`src/rtl/npc_pkg.sv`:
```
// npc_pkg: shared constants for the write-back slice.
//   Holds the load funct3 encodings, the write-back FSM state encoding and
//   the default datapath / register-index widths.
package npc_pkg;

  localparam int DATA_WIDTH_DEF  = 32;
  localparam int REG_NUM_BIT_DEF = 5;

  // Load funct3 encodings (RV32I)
  localparam logic [2:0] F3_LB  = 3'b000;
  localparam logic [2:0] F3_LH  = 3'b001;
  localparam logic [2:0] F3_LW  = 3'b010;
  localparam logic [2:0] F3_LBU = 3'b100;
  localparam logic [2:0] F3_LHU = 3'b101;

  typedef enum logic {
    ST_IDLE     = 1'b0,
    ST_WAIT_MEM = 1'b1
  } wb_state_e;

endpackage

```
`src/rtl/load_formatter.sv`:
```
// load_formatter: selects the byte/half lane of a load word and extends it.
// Latency: purely combinational, 0 cycles.
// Backpressure: none (no handshake).
// Ports: funct3 (load type), addr_lo (address bits [1:0]), rdata (raw word),
//        data (aligned and extended result). Unknown funct3 passes rdata through.
module load_formatter
  import npc_pkg::*;
(
  input  logic [2:0]                funct3,
  input  logic [1:0]                addr_lo,
  input  logic [DATA_WIDTH_DEF-1:0] rdata,
  output logic [DATA_WIDTH_DEF-1:0] data
);

  logic [7:0]  byte_sel;
  logic [15:0] half_sel;

  always_comb begin
    byte_sel = rdata[7:0];
    case (addr_lo)
      2'd0:    byte_sel = rdata[7:0];
      2'd1:    byte_sel = rdata[15:8];
      2'd2:    byte_sel = rdata[23:16];
      default: byte_sel = rdata[31:24];
    endcase
    // Misaligned halves are not trapped; only addr_lo[1] picks the lane.
    half_sel = addr_lo[1] ? rdata[31:16] : rdata[15:0];
  end

  always_comb begin
    data = rdata;
    case (funct3)
      F3_LB:   data = {{24{byte_sel[7]}}, byte_sel};
      F3_LH:   data = {{16{half_sel[15]}}, half_sel};
      F3_LW:   data = rdata;
      F3_LBU:  data = {24'd0, byte_sel};
      F3_LHU:  data = {16'd0, half_sel};
      default: data = rdata;
    endcase
  end

endmodule

```
`src/rtl/wb_stage.sv`:
```
// wb_stage: write-back stage feeding the register-file write port.
// Latency: non-load retires 1 cycle after transfer; load retires 1 cycle after mem_rvalid.
// Backpressure: ex_ready is high only in IDLE; a load holds it low until its data returns.
// Ports: clk/rst_n; ex_* valid/ready instruction input from execute; mem_rvalid/mem_rdata
//        load response; rf_wen/rf_waddr/rf_wdata registered RF write; commit retire pulse;
//        load_err sticky timeout flag.
// Optional: define WB_LOAD_TIMEOUT_EN to abandon loads after LOAD_TIMEOUT wait cycles
//           and raise load_err; otherwise load_err is 0 and loads wait indefinitely.
module wb_stage
  import npc_pkg::*;
#(
  parameter int DATA_WIDTH   = DATA_WIDTH_DEF,
  parameter int REG_NUM_BIT  = REG_NUM_BIT_DEF,
  parameter int LOAD_TIMEOUT = 256
) (
  input  logic                   clk,
  input  logic                   rst_n,
  input  logic                   ex_valid,
  output logic                   ex_ready,
  input  logic [REG_NUM_BIT-1:0] ex_rd,
  input  logic                   ex_rd_wen,
  input  logic [DATA_WIDTH-1:0]  ex_result,
  input  logic                   ex_is_load,
  input  logic [2:0]             ex_funct3,
  input  logic [1:0]             ex_addr_lo,
  input  logic                   mem_rvalid,
  input  logic [DATA_WIDTH-1:0]  mem_rdata,
  output logic                   rf_wen,
  output logic [REG_NUM_BIT-1:0] rf_waddr,
  output logic [DATA_WIDTH-1:0]  rf_wdata,
  output logic                   commit,
  output logic                   load_err
);

  wb_state_e state_q, state_d;

  // Load context held while waiting for memory
  logic [REG_NUM_BIT-1:0] ld_rd_q;
  logic                   ld_wen_q;
  logic [2:0]             ld_f3_q;
  logic [1:0]             ld_lo_q;

  logic                   retire;
  logic                   capture;
  logic                   wen_d;
  logic [REG_NUM_BIT-1:0] waddr_d;
  logic [DATA_WIDTH-1:0]  wdata_d;
  logic [DATA_WIDTH-1:0]  fmt_data;
  logic                   load_tmo;

  load_formatter u_fmt (
    .funct3  (ld_f3_q),
    .addr_lo (ld_lo_q),
    .rdata   (mem_rdata),
    .data    (fmt_data)
  );

  assign ex_ready = (state_q == ST_IDLE);

  always_comb begin
    state_d = state_q;
    retire  = 1'b0;
    capture = 1'b0;
    wen_d   = 1'b0;
    waddr_d = ex_rd;
    wdata_d = ex_result;
    case (state_q)
      ST_IDLE: begin
        if (ex_valid) begin
          if (ex_is_load) begin
            capture = 1'b1;
            state_d = ST_WAIT_MEM;
          end else begin
            retire = 1'b1;
            wen_d  = ex_rd_wen && (ex_rd != '0);
          end
        end
      end
      ST_WAIT_MEM: begin
        waddr_d = ld_rd_q;
        wdata_d = fmt_data;
        // Data arriving on the limit cycle takes priority over the timeout.
        if (mem_rvalid) begin
          retire  = 1'b1;
          wen_d   = ld_wen_q && (ld_rd_q != '0);
          state_d = ST_IDLE;
        end else if (load_tmo) begin
          state_d = ST_IDLE;
        end
      end
      default: state_d = ST_IDLE;
    endcase
  end

  always_ff @(posedge clk or negedge rst_n) begin
    if (!rst_n) begin
      state_q  <= ST_IDLE;
      rf_wen   <= 1'b0;
      rf_waddr <= '0;
      rf_wdata <= '0;
      commit   <= 1'b0;
      ld_rd_q  <= '0;
      ld_wen_q <= 1'b0;
      ld_f3_q  <= 3'd0;
      ld_lo_q  <= 2'd0;
    end else begin
      state_q <= state_d;
      rf_wen  <= wen_d;
      commit  <= retire;
      // Address/data hold their last retired values between retirements.
      if (retire) begin
        rf_waddr <= waddr_d;
        rf_wdata <= wdata_d;
      end
      if (capture) begin
        ld_rd_q  <= ex_rd;
        ld_wen_q <= ex_rd_wen;
        ld_f3_q  <= ex_funct3;
        ld_lo_q  <= ex_addr_lo;
      end
    end
  end

`ifdef WB_LOAD_TIMEOUT_EN
  localparam int CNT_W = $clog2(LOAD_TIMEOUT + 1);

  logic [CNT_W-1:0] tmo_cnt;
  logic             err_q;

  // Fires on the LOAD_TIMEOUT-th consecutive wait cycle without data.
  assign load_tmo = (state_q == ST_WAIT_MEM) && !mem_rvalid &&
                    (tmo_cnt == CNT_W'(LOAD_TIMEOUT - 1));

  always_ff @(posedge clk or negedge rst_n) begin
    if (!rst_n) begin
      tmo_cnt <= '0;
      err_q   <= 1'b0;
    end else begin
      if ((state_q == ST_WAIT_MEM) && !mem_rvalid && !load_tmo)
        tmo_cnt <= tmo_cnt + 1'b1;
      else
        tmo_cnt <= '0;
      if (load_tmo)
        err_q <= 1'b1;
    end
  end

  assign load_err = err_q;
`else
  logic unused_tmo_cfg;
  assign unused_tmo_cfg = (LOAD_TIMEOUT > 0);
  assign load_tmo       = 1'b0;
  assign load_err       = 1'b0;
`endif

endmodule

```
`config.mk`:
```
export PLATFORM = sky130hd
export DESIGN_NAME = wb_stage
export DESIGN_NICKNAME = d
export VERILOG_FILES = /design/src/rtl/npc_pkg.sv /design/src/rtl/load_formatter.sv /design/src/rtl/wb_stage.sv
export SDC_FILE = /design/constraint.sdc
export NUM_CORES = 1
export LEC_CHECK = 0
export BUFFER_PORTS_ARGS = -buffer_cell sky130_fd_sc_hd__clkbuf_2
export CORE_ASPECT_RATIO = 0.6
export CORE_MARGIN = 8
export CORE_UTILIZATION = 44
export CTS_BUF_LIST = sky130_fd_sc_hd__clkbuf_8
export CTS_CLUSTER_DIAMETER = 120
export DETAILED_ROUTE_END_ITERATION = 7
export GPL_ROUTABILITY_DRIVEN = 0
export PLACE_DENSITY = 0.84
export SLEW_MARGIN = 5
export SYNTH_ARGS = -nofsm -noshare
export SYNTH_HDL_FRONTEND = slang
export SYNTH_SLANG_ARGS = --single-unit
```
`constraint.sdc`:
```
create_clock -name clk -period 4.8 [get_ports clk]
set_clock_uncertainty 0.1 [all_clocks]
set_input_delay 0 -clock clk [delete_from_list [all_inputs] [get_ports clk]]
set_output_delay 0 -clock clk [all_outputs]
set_load 0.05 [all_outputs]
```
# ---- Word level (Yosys, flattened, before mapping)
# Index checks and enable logic that the tools add are counted.
dict set report op_classes {
  add_sub_neg 0
  n_mul 0
  div_mod_pow 0
  magnitude_cmp 0
  n_eq_ne 5
  shifts 0
  n_mux 18
  bitwise 1
  reduce_logical 6
}
# op count
set op_table {}
lappend op_table {{$pmux 32 s4} 1}
lappend op_table {{$mux 32} 1}
lappend op_table {{$pmux 8 s3} 1}
lappend op_table {{$mux 16} 1}
lappend op_table {{$mux 1} 10}
lappend op_table {{$reduce_bool 5->1} 2}
lappend op_table {{$eq 3x3->1 const B} 2}
lappend op_table {{$pmux 1 s2} 3}
lappend op_table {{$mux 5} 1}
lappend op_table {{$eq 3x1->1 const B} 1}
lappend op_table {{$logic_not 3->1} 1}
lappend op_table {{$eq 2x1->1 const B} 1}
lappend op_table {{$eq 2x2->1 const B} 1}
lappend op_table {{$logic_and 1x1->1} 2}
lappend op_table {{$logic_not 2->1} 1}
lappend op_table {{$not 1->1} 1}
dict set report totals {
  register_bits 51
  latch_bits 0
  ram_bits 0
  mem_bits_ro 0
  input_bits 80
  out_inout_bits 41
  wordCells 39
  mem_count 0
}

# ---- Logic depth before layout (Yosys ltp)
# Gate-level depths: netlist (run 1).
dict set report depth {
  ltp_word 5
  ltp_mapped 7
  ltp_nobuf 5
}

# ---- Modules after synthesis
# A second synthesis (run 1) with hierarchy kept.
dict set report hier_totals {
  cells_unflattened 290
  hier_area_um2 3189.3
}
# mod instances cells_each area_each_um2 seq_area_each_um2
set modules_own_cells {}
lappend modules_own_cells {wb_stage 1 159 2466.1 1276.2}
lappend modules_own_cells {load_formatter 1 131 723.2 0.0}

# ---- Least setup slack after synthesis (run 1)
# Ideal clock, no wire load.
dict set report synth_timing {
  path_type {register to register}
  start {register state_q}
  end {register ld_f3_q[0]}
  setup_time_ps 125
  arrival_ps 1592
  required_ps 4575
  slack_ps 2983
  path_stages_with_launch 6
  n_path_buf 2
  synth_period_minus_slack_ps 1817
  path_cell_list {dfrtp_1 buf_2 inv_1 nand3_1 buf_2 mux2_2}
}
dict set report synth_between {
  elab_chain_cells 1
}
# item line
set synth_rtl {}
lappend synth_rtl {{start, declared} wb_stage.sv:35} ;# wb_state_e state_q, state_d;
lappend synth_rtl {{start signal, assigned} wb_stage.sv:107} ;# state_q <= state_d;
lappend synth_rtl {{$mux 1} wb_stage.sv:67} ;# case (state_q)
lappend synth_rtl {{end signal, assigned} wb_stage.sv:118} ;# ld_f3_q <= ex_funct3;
lappend synth_rtl {{end, declared} wb_stage.sv:40} ;# logic [2:0] ld_f3_q;
# Every way passes these cells.
# A chain may end at the register's enable or synchronous reset.

# ---- Final worst setup path (run 1)
dict set report layout_timing {
  start {register state_q}
  end {register rf_wdata[1]}
}
dict set report layout_between {
  elab_chain_cells 2
  elab_cells_between_ends 3
  cone_classes {mux: 2; bitwise: 1}
}
# item line
set layout_rtl {}
lappend layout_rtl {{$not 1->1} --}
lappend layout_rtl {{$pmux 1 s2} wb_stage.sv:67}
lappend layout_rtl {{end signal, assigned} wb_stage.sv:113} ;# rf_wdata <= wdata_d;
lappend layout_rtl {{end, declared} wb_stage.sv:30} ;# output logic [DATA_WIDTH-1:0] rf_wdata,
# Parallel ways exist; a longest one is shown, timed or not.

==> results.py, run 1 <==
metrics = {
    "finish": {
        "nNetsFinal": 539,
        "drive_gt1_frac": 0.3283,
        "finalInstanceArea_um2": 4159,
        "final_core_util": 0.6775,
        "areaGrowthSynthToFinish_pct": 48.79,
        "diodes": 0,
    },
    "die": {
        "core_region_area_um2": 6138,
        "die_w_um": 118.9,
        "die_h_um": 77.74,
        "start_util": 0.4554,
        "fp.dieArea_um2": 9243,
        "rows": 22,
        "pin_count": 121,
    },
    "critical_path": {
        "critPathKind": "flip-flop to flip-flop",
        "critPathLaunchType": "flip-flop",
        "cp_data_arrival_time_ns": 3.85,
        "r2r_start": "state_q$_DFF_PN0_",
        "critical_path_buf_inv_count": 2,
        "end_kind": "flip-flop",
        "slowest_stage": "nor2_2",
        "ff2ff_setup_slack_ns": 1.05,
        "crit_required_ns": 4.90,
        "rr_endpoint": "rf_wdata[1]$_DFFE_PN0P_",
        "cp_top_family": "simple AND/OR/NAND/NOR gates",
        "cp_max_fo": 29,
        "slowest_delay_ns": 0.89,
        "reg2regPathDepth": 6,
        "crit_chain": "and2_1, nor2_2, inv_2, nor2_1, a211oi_1, dlygate4sd3_1",
    },
    "global_routing": {
        "grt.overflow.total": 0,
        "grt_pass1_wl_um": 16370,
        "grtUsageTotal": 0.2151,
        "antenna_found_initial": 0,
        "grt_pass1_vias": 3199,
        "grt_start_max_net_pins": 52,
    },
    "timing": {
        "setup_ws_ns": 1.055,
        "period_minus_slack_ns": 3.745,
        "drv_slew": 0,
        "fin_crit_sh": 0.7803,
        "setup_viol": 0,
        "max_slew_margin": 0.2914,
        "worst_hold_slack_ns": -0.001038,
        "finalSetupTns_ns": 0,
        "grt_setup_unrepaired": "no",
        "worst_pin_slew_ns": 1.063,
        "finalHoldViolations": 1,
        "fmax_mhz": 267.0,
    },
    "min_path": {
        "holdPathEnd": "rf_wdata[28]$_DFFE_PN0P_",
        "min_path_cells": 4,
        "hp-class": "input pin to flip-flop",
        "hold_start": "ex_result[28]",
    },
    "power_and_ir_drop": {
        "p_total_mw": 1.813,
        "peakVddDrop_uv": 231.3,
        "p_per_area_nw_per_um2": 436.0,
        "p_leak_nw": 1.952,
    },
    "run_status": {
        "status": "finished, violations left",
        "violations": "negative hold slack",
    },
    "clock_network": {
        "cts_resized": 0,
        "post-cts-setup-buffer-count": 0,
        "cts_tree": "done",
        "path_clk_slew_ns": 0.10,
        "insertion_delay_ns": 0.30,
        "htreeDepth": 2,
        "numCtsBuffers": 5,
        "cts_max_path_buffers": 2,
        "cts_sinks": 51,
        "clockRootBuffer": "clkbuf_8",
    },
    "detailed_routing": {
        "drcViolationCount": 0,
        "drtPass1Iterations": 5,
        "wl_per_cell_um": 18.83,
        "routed_wl_um": 10240,
        "vias": 3116,
        "viasPerCell": 5.728,
        "drt_iter0_drc": 409,
        "postRouteAntennaNets": 0,
    },
    "yosys": {
        "synth_seq_cells": 51,
        "synth.cell_area_um2": 2795,
        "synth_cell_type_count": 40,
        "syn_avg_cell_area_um2": 9.739,
        "synth_area_leader_cell": "dfrtp_1",
        "yosysTopAreaCellShare": 0.4566,
        "synthTopCellsByArea": "dfrtp_1 (46%), mux2i_1 (6.8%), mux2_2 (6.4%)",
        "yosysMostFrequentCell": "dfrtp_1",
        "async_flop_share": 1.000,
        "synth_nets": 367,
        "synth.yosys.seq_area_share": 0.4566,
        "syn_inst": 287,
        "netlist_top_cells_count": "dfrtp_1 (51), o21ai_0 (34), nand2_1 (27)",
        "synth_warnings": 0,
        "ys.flop_type": "dfrtp_1",
        "synth-edff-count": 0,
    },
    "place": {
        "dpl.hpwl_um": 7434,
        "place_ws_ns": 1.619,
        "post_dp_cell_area_um2": 3393,
        "port_buffers": 119,
    },
    "run": {
        "cap_viol_max_count": 0,
    },
}
logic make-up (layout without fill, tap and decap cells):
kind of cell,Yosys count,in the layout,synth area share
simple gates,70,70,0.1227
compound gates,102,102,0.2328
other cells,1,1,0.001342
flops,51,51,0.4566
buf+inv,27,200,0.04610
mux,36,36,0.1406
state kept, by name (all words and copies together), names as in the netlist:
| name | cells |
|---|---|
| rf_wdata | 32 |
| ld_wen_q | 1 |
| commit | 1 |
| ld_lo_q | 2 |
| rf_waddr | 5 |
| ld_f3_q | 3 |
| rf_wen | 1 |
| ld_rd_q | 5 |
| state_q | 1 |
stage by stage:
step | std cells | hold WS, ns
final | 544 | -0.001038
after global routing | 544 | 0.03379
after CTS | 544 | 0.0008026
after detailed placement | 469 | 0.05252
after global placement | 469 | 0.04453
after floorplan | 287 | -0.3956
layer usage:
| metal | vias up | track usage | wire (um) |
|---|---|---|---|
| met5 | - | 0 | 0 |
| met4 | 0 | 0.02635 | 54 |
| met3 | 13 | 0.1019 | 1385 |
| met2 | 216 | 0.3436 | 4611 |
| met1 | 1487 | 0.2673 | 4190 |
| li1 | 1400 | - | - |
worst max path at each step:
stage / startpoint / end / slack (ns) / cells past startpoint
finish: state_q$_DFF_PN0_ / rf_wdata[1]$_DFFE_PN0P_ / 1.05 / 6
global route: state_q$_DFF_PN0_ / rf_wdata[0]$_DFFE_PN0P_ / 0.83 / 6
CTS: state_q$_DFF_PN0_ / rf_wdata[0]$_DFFE_PN0P_ / 1.12 / 6
detailed placement: state_q$_DFF_PN0_ / rf_wdata[22]$_DFFE_PN0P_ / 1.62 / 5
global placement: state_q$_DFF_PN0_ / rf_wdata[28]$_DFFE_PN0P_ / 1.78 / 5
floorplan: state_q$_DFF_PN0_ / ld_f3_q[0]$_DFFE_PN0P_ / 2.98 / 5
power breakdown:
group / total, mW / internal (mW) / switching [mW] / leakage, nW
clock network: 0.264 / 0.117 / 0.148 / 0.0526
registers: 0.653 / 0.540 / 0.113 / 0.598
logic: 0.896 / 0.313 / 0.583 / 1.30
placed cells by master (no fill, tap or decap), types with 2 or more instances in the layout:
cell type      count
a211oi_1           2
inv_1              5
nor3_1             2
nand2_1           27
clkbuf_8           6
o21ai_0           34
dlygate4sd3_1     67
o221ai_1          11
or3_1              5
or4_1              2
mux2i_1           19
dfrtp_1           51
o21ai_1            5
clkbuf_2         119
o211ai_1           2
mux2_2            16
o22a_1             2
a31oi_1            5
nor2_1            15
nand3_1            6
a2bb2oi_1         11
and3_1             2
a21oi_1           24
nor2b_1            5
area by class of cell:
| class | count | area (um2) |
|---|---|---|
| repair buffers | 187 | 1274 |
| multi-input cells | 209 | 1390 |
| well taps | 84 | 105.1 |
| fillers | 458 | 1979 |
| flip-flops and latches | 51 | 1276 |
| clock buffers | 6 | 82.58 |
| inverters | 5 | 18.77 |
| clock inverters | 2 | 12.51 |
worst reg2reg max path, stage by stage (launching register included):
cell           delay (ns)
dfrtp_1              0.79
and2_1               0.59
nor2_2               0.90
inv_2                0.39
nor2_1               0.22
a211oi_1             0.07
dlygate4sd3_1        0.60
what timing repair did:
item                       in CTS  in global routing
hold endpoints to repair      101                  0
hold buffers                   67                  0
setup endpoints to repair       0                  0
Power figures use the tool's default switching activity.
==> inputs of run 2 (changes only) <==
ABC_AREA = 1   (was not set)
PLACE_DENSITY = 0.86   (was 0.84)
clock period = 3.25 ns   (was 4.8 ns; I/O delays follow)
==> run 2 against run 1 <==
Net effect: the flow now finishes without violations; synthesized cell count increased by 48%; clock power increased by 45%; sequential share of layout area decreased by 1.8 points; maximum frequency increased by 38%; combinational power increased by 44%; sequential power increased by 39%; critical endpoint is now rf_wdata[0]$_DFFE_PN0P_; largest cell class unchanged.
==> results.py, run 2 <==
metrics = {
    "run_status": {
        "status": "completed",
    },
    "finish": {
        "reg.largest.list": "rf_wdata (32), ld_rd_q (5), rf_waddr (5)",
        "top_register": "rf_wdata",
        "areaGrowthSynthToFinish_pct": 46.72,
        "nNetsFinal": 683,
        "diodes": 0,
        "largest_register_ffs": 32,
        "drive_gt1_frac": 0.2417,
        "final_cell_mix": "nand2_1 (119), clkbuf_2 (119), dlygate4sd3_1 (76)",
    },
    "die": {
        "pin_count": 121,
        "die_w_um": 122.8,
        "fp.dieArea_um2": 9838,
        "rows": 23,
        "die_h_um": 80.10,
        "core_region_area_um2": 6648,
        "start_util": 0.4532,
    },
    "yosys": {
        "yosysTopAreaCellShare": 0.4236,
        "synth_warnings": 0,
        "synthTopCellsByArea": "dfrtp_1 (42%), nand2_1 (15%), a21oi_1 (10%)",
        "synth_cell_type_count": 27,
        "syn_inst": 425,
        "synth.cell_area_um2": 3013,
        "synth_fa_ha_area_frac": 0,
        "synth.yosys.seq_area_share": 0.4236,
        "synth_xor_area_frac": 0,
        "synth_top_family_by_area": "simple AND/OR/NAND/NOR gates",
        "synth_mux_area_frac": 0.01121,
        "yosysMostFrequentCell": "nand2_1",
        "synth_seq_cells": 51,
        "ys.flop_type": "dfrtp_1",
        "yosys.area_share.simple": 0.2795,
        "synth_nets": 505,
        "async_flop_share": 1.000,
        "synth-compound-area-share": 0.1815,
        "syn_avg_cell_area_um2": 7.089,
        "synth-edff-count": 0,
        "synth_area_leader_cell": "dfrtp_1",
        "netlist_top_cells_count": "nand2_1 (119), a21oi_1 (60), nor2_1 (52)",
    },
    "power_and_ir_drop": {
        "p_total_mw": 2.583,
        "p_per_area_nw_per_um2": 584.2,
        "peakVddDrop_uv": 351.6,
        "p_leak_nw": 2.265,
    },
    "critical_path": {
        "startpoint": "state_q$_DFF_PN0_",
        "r2r_start": "state_q$_DFF_PN0_",
        "crit_required_ns": 3.40,
        "critPathKind": "flip-flop to flip-flop",
        "cp_max_fo": 45,
        "critPathLaunchType": "flip-flop",
        "cp_data_arrival_time_ns": 2.86,
        "end_kind": "flip-flop",
    },
    "min_path": {
        "hp-class": "input pin to flip-flop",
        "hold_start": "mem_rdata[15]",
    },
    "timing": {
        "fmax_mhz": 369.3,
        "period_minus_slack_ns": 2.708,
        "finalHoldViolations": 0,
        "setup_viol": 0,
        "fin_crit_sh": 0.8331,
        "worst_pin_slew_ns": 0.6849,
        "max_slew_margin": 0.5421,
        "grt_setup_unrepaired": "no",
        "finalSetupTns_ns": 0,
        "drv_slew": 0,
    },
    "detailed_routing": {
        "drt_iter0_drc": 243,
        "drtPass1Iterations": 4,
        "vias": 3570,
        "drcViolationCount": 0,
        "viasPerCell": 5.166,
        "dr_wl_met2_um": 4847,
        "wl_met3_um": 1215,
        "routed_wl_um": 10820,
        "wl_per_cell_um": 15.66,
        "wl_met1_um": 4633,
        "postRouteAntennaNets": 0,
        "routed.top_layer": "met4",
    },
    "clock_network": {
        "cts_tree": "done",
        "post-cts-setup-buffer-count": 0,
        "holdBufCountCts": 76,
        "cts_resized": 0,
        "insertion_delay_ns": 0.32,
        "htreeDepth": 2,
        "numCtsBuffers": 5,
        "clockRootBuffer": "clkbuf_8",
        "path_clk_slew_ns": 0.10,
        "cts_max_path_buffers": 2,
        "cts_sinks": 51,
    },
    "place": {
        "port_buffers": 119,
        "dpl.hpwl_um": 7598,
    },
    "global_routing": {
        "grt_pass1_wl_um": 17770,
        "grt_pass1_vias": 3569,
        "grt.overflow.total": 0,
        "grt_start_max_net_pins": 52,
        "grtUsageTotal": 0.2259,
        "antenna_found_initial": 0,
    },
    "run": {
        "cap_viol_max_count": 0,
    },
}
## run 2: layout make-up
cell class	count	area, um2
fillers	589	2227
multi-input cells	313	1426
repair buffers	200	1394
flip-flops and latches	51	1276
inverters	32	125.1
well taps	87	108.9
clock buffers	5	68.82
clock inverters	3	21.27
## run 2: power by group
group | switching [mW] | internal, mW | leakage, nW | total (mW)
Clock | 0.229 | 0.152 | 0.0495 | 0.382
Combinational | 0.884 | 0.407 | 1.62 | 1.29
Sequential | 0.124 | 0.786 | 0.597 | 0.910
## run 2: critical path, cell delays in order (launching register included)
cell and delay (ns):
dfrtp_1 0.74, inv_4 0.33, nand2_1 0.18, nand2_1 0.10
inv_2 0.37, a21oi_1 0.08, a21oi_1 0.16, dlygate4sd3_1 0.57
## run 2: metal layers
metal / GRT usage / up-vias
li1: - / 1730
met1: 0.2939 / 1634
met2: 0.3625 / 191
met3: 0.06928 / 15
met4: 0.04958 / 0
met5: 0 / -
## run 2: worst paths after layout
| path | end | slack [ns] | cells past startpoint |
|---|---|---|---|
| max in group asynchronous | rf_wdata[8]$_DFFE_PN0P_ | 2.37 | 3 |
| max | rf_wdata[0]$_DFFE_PN0P_ | 0.54 | 7 |
| min in group asynchronous | rf_wdata[29]$_DFFE_PN0P_ | 0.23 | 3 |
| max reg2reg | rf_wdata[0]$_DFFE_PN0P_ | 0.54 | 7 |
| min | rf_wdata[15]$_DFFE_PN0P_ | 0.04 | 5 |
| min reg2reg | rf_wdata[31]$_DFFE_PN0P_ | 0.39 | 2 |
## run 2: logic make-up (layout without fill, tap and decap cells)
kind of cell	count (synthesis)	after routing
AND/OR/NAND/NOR	205	205
AO/OA/AOI/OAI	104	104
buffers and inverters	61	240
flip-flops	51	51
multiplexers	3	3
other	1	1
## run 2: stage by stage
| stage | std cells | util | instance area, um2 | worst slack (ns) | hold WS, ns |
|---|---|---|---|---|---|
| 2_1_floorplan | 425 | - | 3013 | 1.605 | -0.3956 |
| 3_3_place_gp | 607 | 0.5370 | 3570 | 1.048 | 0.04752 |
| 3_5_place_dp | 607 | 0.5370 | 3570 | 0.9035 | 0.06666 |
| 4_1_cts | 691 | 0.6650 | 4420 | 0.5949 | 0.01965 |
| 5_1_grt | 691 | 0.6650 | 4420 | 0.3028 | 0.07797 |
| 6_report | 691 | 0.6650 | 4420 | 0.5424 | 0.03947 |
==> inputs of run 3 (changes only) <==
clock period = 2.3 ns   (was 3.25 ns; I/O delays follow)
==> run 3 against run 2 <==
Net effect: global-route usage shrank 0.15 points; utilization grew 1.7 points; flip-flop and latch count is the same; register-to-register slack lost 0.47 ns; final cell count grew 1.2%; critical path depth is the same; sequential share of layout area shrank 0.65 points; maximum frequency grew 22%; non-clock buffer count grew 8; sequential power grew 41%; wire length grew 2.8%; largest power group unchanged.
==> results.py, run 3 (synthesis results as in run 2) <==
metrics = {
    "detailed_routing": {
        "vias": 3657,
        "drt_iter0_drc": 300,
        "drtPass1Iterations": 5,
        "wl_per_cell_um": 15.91,
        "drcViolationCount": 0,
        "postRouteAntennaNets": 0,
        "viasPerCell": 5.232,
        "routed_wl_um": 11120,
    },
    "finish": {
        "instances_no_fill": 699,
        "final_cell_mix": "clkbuf_2 (119), nand2_1 (118), dlygate4sd3_1 (78)",
        "reg.largest.list": "rf_wdata (32), ld_rd_q (5), rf_waddr (5)",
        "areaGrowthSynthToFinish_pct": 50.37,
        "final_core_util": 0.6815,
        "diodes": 0,
        "drive_gt1_frac": 0.2565,
        "largest_register_ffs": 32,
        "final_common_cell": "clkbuf_2",
        "nNetsFinal": 691,
        "top_register": "rf_wdata",
    },
    "clock_network": {
        "path_clk_slew_ns": 0.10,
        "htreeDepth": 2,
        "cts_sinks": 51,
        "numCtsBuffers": 5,
        "insertion_delay_ns": 0.32,
        "clockRootBuffer": "clkbuf_8",
        "cts_tree": "done",
        "cts_max_path_buffers": 2,
    },
    "die": {
        "rows": 23,
        "pin_count": 121,
        "die_w_um": 122.8,
        "start_util": 0.4532,
        "fp.dieArea_um2": 9838,
        "die_h_um": 80.10,
        "core_region_area_um2": 6648,
    },
    "timing": {
        "finalHoldViolations": 0,
        "drv_slew": 0,
        "fmax_mhz": 448.8,
        "setup_viol": 0,
        "period_minus_slack_ns": 2.228,
        "finalSetupTns_ns": 0,
        "setup_ws_ns": 0.07204,
        "max_slew_margin": 0.4062,
        "fin_crit_sh": 0.9687,
        "worst_pin_slew_ns": 0.8907,
    },
    "critical_path": {
        "reg2regPathDepth": 7,
        "path_depth": 7,
        "cp_max_fo": 16,
        "cp_data_arrival_time_ns": 2.38,
        "cp_top_family": "simple AND/OR/NAND/NOR gates",
        "cp_common_cell": "nand2_1",
        "slowest_delay_ns": 0.59,
        "critPathLaunchType": "flip-flop",
        "crit_required_ns": 2.45,
        "end_kind": "flip-flop",
        "rr_endpoint": "rf_wdata[26]$_DFFE_PN0P_",
        "slowest_stage": "dfrtp_1",
        "critPathKind": "flip-flop to flip-flop",
        "r2r_start": "ld_f3_q[0]$_DFFE_PN0P_",
        "crit_chain": "inv_4, nor2_1, nand3b_4, nand3_1, nand2_1, dlygate4sd3_1, nand2_1",
        "critical_path_buf_inv_count": 2,
        "ff2ff_setup_slack_ns": 0.07,
    },
    "place": {
        "place_ws_ns": 0.5971,
        "place_inst": 612,
        "dpl.hpwl_um": 7823,
        "port_buffers": 119,
    },
    "global_routing": {
        "antenna_found_initial": 0,
        "grt_start_max_net_pins": 38,
        "grt_pass1_vias": 3655,
        "grtUsageTotal": 0.2244,
        "grt.overflow.total": 0,
        "grt_pass1_wl_um": 17720,
    },
    "min_path": {
        "holdPathEnd": "rf_wdata[24]$_DFFE_PN0P_",
        "hp-class": "input pin to flip-flop",
        "hold_start": "mem_rdata[24]",
        "min_path_cells": 5,
    },
    "run_status": {
        "status": "completed",
    },
    "run": {
        "cap_viol_max_count": 0,
    },
    "power_and_ir_drop": {
        "p_total_mw": 3.754,
        "p_leak_nw": 2.308,
        "p_per_area_nw_per_um2": 828.6,
        "peakVddDrop_uv": 509.9,
    },
}
[run 3: changes by cell type in the layout (fill, tap and decap cells not counted), sizes merged]
cell	previous run	this run
clkinv	2	1
buf	5	11
dlygate4sd3	76	78
inv	33	34
[run 3: per-stage QoR]
| stage | hold WS, ns | cell area [um2] |
|---|---|---|
| 6_report | 0.01057 | 4531 |
| 5_1_grt | 0.02805 | 4531 |
| 4_1_cts | 0.003116 | 4483 |
| 3_5_place_dp | 0.05097 | 3607 |
| 3_3_place_gp | 0.02362 | 3607 |
| 2_1_floorplan | -0.3956 | 3013 |
[run 3: layout make-up]
cell class              count  area, um2
clock inverters             3      26.28
multi-input cells         313       1445
inverters                  32      127.6
well taps                  87      108.9
flip-flops and latches     51       1279
fillers                   536       2117
repair buffers            208       1475
clock buffers               5      68.82
[run 3: worst max path at each step]
stage	startpoint	slack, ns	end
CTS	ld_lo_q[1]$_DFFE_PN0P_	0.05	rf_wdata[17]$_DFFE_PN0P_
floorplan	state_q$_DFF_PN0_	0.65	rf_wdata[0]$_DFFE_PN0P_
global placement	ld_lo_q[1]$_DFFE_PN0P_	0.64	rf_wdata[31]$_DFFE_PN0P_
detailed placement	ld_lo_q[1]$_DFFE_PN0P_	0.60	rf_wdata[17]$_DFFE_PN0P_
finish	ld_f3_q[0]$_DFFE_PN0P_	0.07	rf_wdata[26]$_DFFE_PN0P_
global route	ld_f3_q[0]$_DFFE_PN0P_	-0.0005	rf_wdata[4]$_DFFE_PN0P_
[run 3: routing by layer]
metal  wire length, um  GRT usage  vias up
li1                  -          -     1741
met1              4695     0.2901     1684
met2              5099     0.3652      206
met3              1103    0.05178       26
met4               225    0.07255        0
met5                 0          0        -
[run 3: worst reg2reg max path: cells and delay by family, from the launching register on]
family,cells,cell delay (ns)
buf+inv,2,0.67
flops,1,0.59
simple gates,5,0.81
[run 3: report_power, final]
part           switching (mW)  total, mW  internal (mW)
clock                   0.348      0.573          0.225
combinational            1.29       1.90          0.610
sequential              0.171       1.28           1.11
[run 3: what timing repair did]
item | in CTS | in global routing
hold endpoints to repair | 80 | 0
endpoints found under the setup margin | 0 | 27
hold buffers | 78 | 0
setup buffers | 0 | 1
resized for setup | 0 | 9
